===== config.mk =====
export PLATFORM = sky130hd
export DESIGN_NAME = uart_byte_rx
export DESIGN_NICKNAME = d
export VERILOG_FILES = /design/src/rtl/uart_byte_rx.sv
export SDC_FILE = /design/constraint.sdc
export NUM_CORES = 1
export LEC_CHECK = 0
export CORE_ASPECT_RATIO = 1.5
export CORE_UTILIZATION = 55
export CTS_CLUSTER_DIAMETER = 200
export DETAILED_ROUTE_END_ITERATION = 16
export PLACE_DENSITY = 0.8
export SETUP_SLACK_MARGIN = 0.2
export SYNTH_ARGS = -nofsm -noshare
export SYNTH_HDL_FRONTEND = slang
export SYNTH_SLANG_ARGS = --single-unit

===== constraint.sdc =====
create_clock -name clk -period 4 [get_ports clk]
set_input_delay 0.4 -clock clk [delete_from_list [all_inputs] [get_ports clk]]
set_output_delay 0.4 -clock clk [all_outputs]
set_load 0.005 [all_outputs]

===== src/rtl/uart_byte_rx.sv =====
// 8N1 UART byte receiver: 16x oversampling, 3-sample majority vote per bit,
// one-cycle rx_done strobe with a coincident frame_err strobe on a low stop bit.
module uart_byte_rx #(
    parameter int unsigned DIV0 = 324,
    parameter int unsigned DIV1 = 162,
    parameter int unsigned DIV2 = 80,
    parameter int unsigned DIV3 = 53,
    parameter int unsigned DIV4 = 26
) (
    input  logic       clk,
    input  logic       rst_n,
    input  logic       rx,
    input  logic [2:0] baud_set,
    output logic [7:0] data_byte,
    output logic       rx_done,
    output logic       frame_err,
    output logic       uart_state
);

    typedef enum logic {
        IDLE = 1'b0,
        RECV = 1'b1
    } state_t;

    state_t     state;
    state_t     state_next;

    logic       rx_s1;
    logic       rx_s2;
    logic       rx_s3;

    logic [8:0] div_sel;
    logic [8:0] div_max;
    logic [8:0] div_cnt;
    logic [7:0] samp_cnt;
    logic [3:0] bit_idx;
    logic [3:0] phase;
    logic [1:0] vote_cnt;
    logic [1:0] vote_sum;
    logic [7:0] shift_reg;

    logic       start;
    logic       tick;
    logic       vote_bit;
    logic       sample_tick;
    logic       start_glitch;
    logic       frame_end;

    // rx_s3 only exists to give a registered previous value for edge detection.
    always_ff @(posedge clk or negedge rst_n) begin
        if (!rst_n) begin
            rx_s1 <= 1'b1;
            rx_s2 <= 1'b1;
            rx_s3 <= 1'b1;
        end else begin
            rx_s1 <= rx;
            rx_s2 <= rx_s1;
            rx_s3 <= rx_s2;
        end
    end

    always_comb begin
        div_sel = 9'(DIV0);
        case (baud_set)
            3'd1:    div_sel = 9'(DIV1);
            3'd2:    div_sel = 9'(DIV2);
            3'd3:    div_sel = 9'(DIV3);
            3'd4:    div_sel = 9'(DIV4);
            default: div_sel = 9'(DIV0);
        endcase
    end

    assign start        = (state == IDLE) && rx_s3 && !rx_s2;
    assign tick         = (state == RECV) && (div_cnt == div_max);
    assign bit_idx      = samp_cnt[7:4];
    assign phase        = samp_cnt[3:0];
    // The sample taken on this tick counts toward the vote it completes.
    assign vote_sum     = vote_cnt + {1'b0, rx_s2};
    assign vote_bit     = vote_sum[1];
    assign sample_tick  = tick && (phase >= 4'd6) && (phase <= 4'd8);
    assign start_glitch = tick && (samp_cnt == 8'd8) && vote_bit;
    assign frame_end    = tick && (samp_cnt == 8'd152);
    assign uart_state   = (state == RECV);

    always_ff @(posedge clk or negedge rst_n) begin
        if (!rst_n) begin
            state <= IDLE;
        end else begin
            state <= state_next;
        end
    end

    always_comb begin
        state_next = state;
        case (state)
            IDLE: begin
                if (start) begin
                    state_next = RECV;
                end
            end
            RECV: begin
                if (start_glitch || frame_end) begin
                    state_next = IDLE;
                end
            end
            default: state_next = IDLE;
        endcase
    end

    // Divider max is captured per frame so baud_set may change freely mid-frame.
    always_ff @(posedge clk or negedge rst_n) begin
        if (!rst_n) begin
            div_max  <= '0;
            div_cnt  <= '0;
            samp_cnt <= '0;
        end else begin
            if (start) begin
                div_max <= div_sel;
            end

            if (start || (state != RECV) || (div_cnt == div_max)) begin
                div_cnt <= '0;
            end else begin
                div_cnt <= div_cnt + 9'd1;
            end

            if (start) begin
                samp_cnt <= '0;
            end else if (tick) begin
                samp_cnt <= samp_cnt + 8'd1;
            end
        end
    end

    always_ff @(posedge clk or negedge rst_n) begin
        if (!rst_n) begin
            vote_cnt  <= '0;
            shift_reg <= '0;
        end else begin
            if (start || (phase == 4'd0)) begin
                vote_cnt <= '0;
            end else if (sample_tick) begin
                vote_cnt <= vote_sum;
            end

            if (tick && (phase == 4'd8) && (bit_idx >= 4'd1) && (bit_idx <= 4'd8)) begin
                shift_reg <= {vote_bit, shift_reg[7:1]};
            end
        end
    end

    // Byte is delivered even with a bad stop bit; frame_err lets the consumer decide.
    always_ff @(posedge clk or negedge rst_n) begin
        if (!rst_n) begin
            data_byte <= '0;
            rx_done   <= 1'b0;
            frame_err <= 1'b0;
        end else begin
            rx_done   <= frame_end;
            frame_err <= frame_end && !vote_bit;
            if (frame_end) begin
                data_byte <= shift_reg;
            end
        end
    end

endmodule


==> results of run 1 <==
==> cell type report <==
class / instances / area share (%)
clock inverter: 2 / 0.474
clock buffer: 6 / 3.13
tap: 45 / 2.13
timing repair buffer: 16 / 5.88
multi-input combinational: 153 / 39.9
inverter: 6 / 0.854
sequential: 50 / 47.6
==> through the flow <==
stage	std cells	cell area, um2	power [mW]	setup WS, ps	hold WS [ps]
after floorplan	215	2360	0.856	2190	104
after global placement	270	2540	0.923	1890	348
after detailed placement	270	2540	0.932	1860	348
after CTS	278	2640	1.23	1840	334
after global routing	278	2640	1.29	1680	367
final	278	2640	1.22	1870	290
==> where the power goes <==
group / switching (mW) / internal (mW) / leakage (nW)
clock network: 0.159 / 0.139 / 0.0472
registers: 0.0705 / 0.569 / 0.665
logic: 0.161 / 0.120 / 0.512
total: 0.390 / 0.828 / 1.22
==> layout by cell type (no fill, tap or decap), drive strengths merged, types with 3 or more instances in the layout <==
cell / count
nand2b: 4
dfrtp: 47
nor2: 15
or3: 5
nor3: 4
inv: 6
dfstp: 3
nand4: 5
nor3b: 3
ha: 5
xor2: 14
a21oi: 10
mux2: 16
o31ai: 6
nor2b: 3
nand2: 20
nand3: 11
clkbuf: 6
o21ai: 10
xnor2: 5
and3: 3
clkdlybuf4s50: 15
==> final timing paths <==
| check | slack [ps] | to |
|---|---|---|
| worst max-delay path | 1870 | data_byte[6] |
| worst min-delay path | 290 | data_byte[5] |
| worst max register to register | 1870 | data_byte[6] |
| worst min register to register | 360 | rx_s2 |
| max in group asynchronous | 3040 | data_byte[0] |
| min in group clk | 360 | rx_s2 |
==> kinds of logic after synthesis <==
logic type | after synthesis | synth area share (%)
flip-flops | 50 | 53.1
XOR/XNOR | 19 | 7.04
AND/OR/NAND/NOR | 85 | 20.5
multiplexers | 16 | 7.62
AO/OA/AOI/OAI | 28 | 6.78
buffers and inverters | 12 | 2.33
adder cells (fa/ha/maj) | 5 | 2.65
==> per-layer routing <==
metal / part of all wire, % / vias up / global-route usage (%) / wire length [um]
met5: 0 / - / 0 / 0
met4: 3.4 / 0 / 9.00 / 136
met3: 2.4 / 10 / 3.89 / 94
met2: 49 / 28 / 32.4 / 1950
met1: 45 / 752 / 22.6 / 1770
li1: - / 777 / - / -
==> critical path: cells and delay by family, from the launching register on <==
kind | cells | cell delay, ps
multiplexers | 1 | 420
AND/OR/NAND/NOR | 4 | 910
adder cells (fa/ha/maj) | 1 | 150
flip-flops | 1 | 440
buffers and inverters | 1 | 100
==> cells in the mapped netlist (3+ instances only) <==
library cell / count / share of area (%)
a21oi_1: 10 / 2.1
clkbuf_1: 3 / 0.48
dfrtp_1: 47 / 50
dfstp_2: 3 / 3.3
ha_1: 5 / 2.6
inv_1: 6 / 0.95
mux2_2: 16 / 7.6
nand2_1: 20 / 3.2
nand2b_1: 4 / 1.1
nand3_1: 11 / 2.3
nand4_1: 4 / 1.1
nor2_1: 15 / 2.4
nor2b_1: 3 / 0.79
nor3_1: 3 / 0.64
o21ai_0: 10 / 2.1
o31ai_1: 6 / 1.9
or3_1: 4 / 1.1
xnor2_1: 5 / 1.9
xor2_1: 14 / 5.2
==> flow_metrics.py, run 1 <==
metrics = {
    "cells_and_area": {
        "insertedDiodeCount": 0,
        "syn_to_final_growth_pct": 11.6,
        "finish.net_count": 243,
        "multi_input_area_um2": 1050,
        "seqCellArea_um2": 1250,
        "reg_top3": "div_cnt x9, div_max x9",
        "fin_util_pct": 65.5,
        "drive_above_1_share_pct": 15.9,
        "fill_cells": 307,
    },
    "synth": {
        "async_reset_ff_share_pct": 100,
        "synth_ff_type": "dfrtp_1",
        "synth_seq_cells": 50,
        "synth_edf_count": 0,
        "ys_seq_area_share_pct": 53.1,
        "syn_area_per_cell_um2": 11.0,
        "syn_inst": 215,
        "netlist_area_um2": 2360,
        "yosysUniqueCellTypes": 40,
        "synth_warnings": 0,
        "syn_nets": 226,
    },
    "critical_path": {
        "cp.arrival_ps": 2310,
        "crit_fanout": 8,
        "critPathKind": "flop to flop",
        "critPathMaxStageDelay_ps": 440,
        "worst_path_max_delay_cell": "dfrtp_1",
        "cp_cell_sequence": "inv_1 > ha_1 > nand2b_1 > nor3_1 > and4_1 > nand4_1 > mux2_2",
        "cp-startpoint": "samp_cnt[0]",
        "reg2reg_depth": 7,
        "reg2reg_from": "samp_cnt[0]",
        "critPathCaptureType": "flop",
        "required_ps": 4180,
        "cp-start-kind": "flop",
    },
    "worst_hold_path": {
        "min_path_type": "primary input to asynchronous set/reset pin",
    },
    "floorplanning": {
        "core-area_um2": 4030,
        "start_util_pct": 58.7,
        "boundaryPins": 17,
        "rows": 28,
        "die_x_um": 55.5,
        "dieArea_um2": 4570,
        "die_h_um": 82.3,
    },
    "run": {
        "drv_cap": 0,
    },
    "place": {
        "place.gp.congestion": 0.800,
        "numPortBuffers": 16,
        "hpwl_mm": 2.86,
    },
    "global_routing": {
        "antenna_found_initial": 0,
        "grt_first_pass_wirelength_mm": 6.67,
        "grt_use_total_pct": 18.8,
        "grt_max_degree": 51,
        "grt_pass1_vias": 1502,
        "overflow": 0,
    },
    "sta": {
        "fmax_mhz": 470,
        "period_minus_slack_ps": 2130,
        "period_share_pct": 53.1,
        "finalClockSkew_ps": 2.59,
        "slew_viol_final": 0,
        "hold_violations": 0,
        "maxSlewHeadroom_pct": 28.2,
        "tns_ps": 0,
        "setup_violations": 0,
        "worstMarginPinSlew_ps": 1080,
        "grt_setup_unrepaired": "false",
    },
    "power_and_ir_drop": {
        "ir_worst_vdd_uv": 395,
        "power_density_nw_per_um2": 462,
        "p_leak_nw": 1.22,
    },
    "clock_network": {
        "post_cts_resized": 0,
        "cts_root_buffer": "clkbuf_8",
        "numCtsBuffers": 5,
        "cts_sinks": 50,
        "post-cts-setup-buffer-count": 0,
        "clk_latency_ps": 300,
        "cts_hold_buf": 0,
        "cts_tree": "built",
        "cts-htree-levels": 2,
        "clkTransAtPathRegs_ps": 90,
        "clock_path_buffers": 2,
    },
    "detailed_routing": {
        "vias": 1567,
        "via_per_inst": 5.64,
        "drtAntennaViolNets": 0,
        "routed_wl_mm": 3.96,
        "wl_per_cell_um": 14.2,
        "dr.pass1.iters": 4,
        "drcViolationCount": 0,
        "drt-initial-drc-count": 45,
    },
    "status": {
        "status": "finished, final reports clean",
    },
}
No activity file was read; power rests on OpenSTA's default activity.
==> inputs of run 2 (changes only) <==
- clock period: 4 -> 2.2 ns (I/O delays scaled with it)
==> run 2 against run 1 <==
  * Clock power grew 120%
  * Register-to-register slack lost 1600 ps
  * Clock-buffer cell count shrank 1
  * Critical path depth shrank 1
  * Combinational power grew 140%
  * Worst setup slack lost 1600 ps
  * Utilization grew 4.0 points
  * Critical endpoint is now samp_cnt[6]
  * Largest cell class unchanged
==> flow_metrics.py, run 2 (synthesis gave the netlist of run 1 again) <==
metrics = {
    "sta": {
        "slew_viol_final": 0,
        "tns_ps": 0,
        "hold_violations": 0,
        "period_minus_slack_ps": 1960,
        "finalWorstSetupSlack_ps": 243,
        "grt_setup_unrepaired": "false",
        "maxSlewHeadroom_pct": 53.1,
        "whs_ps": 309,
        "setup_violations": 0,
        "worstMarginPinSlew_ps": 704,
        "finalClockSkew_ps": 5.34,
        "period_share_pct": 88.9,
        "fmax_mhz": 511,
    },
    "global_routing": {
        "overflow": 0,
        "grt_pass1_vias": 1562,
        "grt_use_total_pct": 19.8,
        "grt_first_pass_wirelength_mm": 6.99,
        "antenna_found_initial": 0,
        "grt_max_degree": 34,
    },
    "cells_and_area": {
        "layout_common_cells": "dfrtp_1, nand2_1, mux2_2",
        "syn_to_final_growth_pct": 18.5,
        "reg_top3": "div_cnt x9, div_max x9",
        "mostFrequentLayoutCell": "dfrtp_1",
        "fill_cells": 306,
        "insertedDiodeCount": 0,
        "drive_above_1_share_pct": 22.4,
        "finish.net_count": 256,
    },
    "detailed_routing": {
        "wl_met3_um": 112,
        "dr.pass1.iters": 4,
        "via_per_inst": 5.75,
        "vias": 1672,
        "wl_met2_mm": 2.20,
        "drcViolationCount": 0,
        "wl_per_cell_um": 15.0,
        "routed_wl_mm": 4.35,
        "drtAntennaViolNets": 0,
        "drt-initial-drc-count": 34,
        "top_layer_used": "met4",
        "wl_met1_mm": 1.94,
    },
    "clock_network": {
        "clk_latency_ps": 310,
        "cts_tree": "built",
        "clkTransAtPathRegs_ps": 90,
        "numCtsBuffers": 5,
        "cts_sinks": 50,
        "cts_root_buffer": "clkbuf_8",
        "cts-htree-levels": 2,
        "clock_path_buffers": 2,
    },
    "power_and_ir_drop": {
        "combPwrFrac_pct": 27.0,
        "p_int_mw": 1.68,
        "power_density_nw_per_um2": 893,
        "clkPwrFrac_pct": 26.3,
        "ir_worst_vdd_uv": 765,
        "power_frac_seq_pct": 46.7,
        "p_switching_mw": 0.824,
        "p_leak_nw": 1.30,
        "netSwitchingFraction_pct": 32.9,
    },
    "worst_hold_path": {
        "min_path_type": "primary input to flop",
    },
    "place": {
        "hpwl_mm": 2.93,
        "place.gp.congestion": 0.795,
        "dp_slack_ps": 117,
        "numPortBuffers": 16,
    },
    "critical_path": {
        "cp.arrival_ps": 2190,
        "crit_fanout": 5,
        "cp-start-kind": "flop",
        "critPathCaptureType": "flop",
        "required_ps": 2440,
        "critPathKind": "flop to flop",
    },
    "floorplanning": {
        "start_util_pct": 58.7,
        "die_h_um": 82.3,
        "core-area_um2": 4030,
        "dieArea_um2": 4570,
        "boundaryPins": 17,
        "rows": 28,
        "die_x_um": 55.5,
    },
    "status": {
        "status": "finished, final reports clean",
    },
    "run": {
        "drv_cap": 0,
    },
}
[run 2: layout make-up]
cell class              instances  area (um2)  share of cell area, %
repair buffers                 28         248                   8.85
clock buffers                   5        68.8                   2.46
multi-input cells             154        1100                   39.4
flip-flops and latches         50        1260                   44.9
inverters                       6        22.5                  0.804
clock inverters                 3        45.0                   1.61
well taps                      45        56.3                   2.01
[run 2: worst max-delay path, cell delays in order (launching register included)]
cell	delay, ps
dfrtp_1	440
xor2_1	190
nor4_4	280
buf_4	190
nand4_4	120
or4_1	500
a21oi_1	170
[run 2: power groups by stage]
stage | Clock [mW] | Sequential (mW) | Combinational (mW)
after floorplan | 0 | 1.14 | 0.412
after global placement | 0 | 1.17 | 0.535
after detailed placement | 0 | 1.17 | 0.544
after CTS | 0.658 | 1.16 | 0.563
after global routing | 0.706 | 1.18 | 0.742
final | 0.657 | 1.17 | 0.676
[run 2: metrics by stage]
step | area, um2 | utilization, % | std cells | power (mW)
finish | 2800 | 69.5 | 291 | 2.50
floorplan | 2360 | - | 215 | 1.56
global route | 2800 | 69.5 | 291 | 2.63
global placement | 2580 | 64.0 | 275 | 1.70
CTS | 2710 | 67.4 | 284 | 2.38
detailed placement | 2580 | 64.0 | 275 | 1.72
[run 2: timing repair]
| item | 4_1_cts | 5_1_grt |
|---|---|---|
| pin swaps | 1 | 2 |
| cloned | 0 | 1 |
| endpoints found under the setup margin | 11 | 11 |
| buffers inserted | 0 | 6 |
| endpoints found under the hold margin | 29 | 0 |
| hold buffers | 1 | 0 |
| gates resized for setup | 2 | 7 |
[run 2: path summary, 6_finish.rpt]
| path | from | end | slack (ps) | depth (start not counted) |
|---|---|---|---|---|
| min in group asynchronous | rst_n | shift_reg[5] | 490 | 2 |
| max | div_cnt[1] | samp_cnt[6] | 240 | 6 |
| max in group asynchronous | rst_n | div_cnt[0] | 990 | 3 |
| min | rx | rx_s1 | 310 | 1 |
| max reg2reg | div_cnt[1] | samp_cnt[6] | 240 | 6 |
| min reg2reg | rx_s1 | rx_s2 | 360 | 0 |
[run 2: per-layer routing]
layer,GRT usage [%],up-vias
met5,0,-
met4,9.50,0
met3,4.21,8
met2,34.0,25
met1,24.0,819
li1,-,820
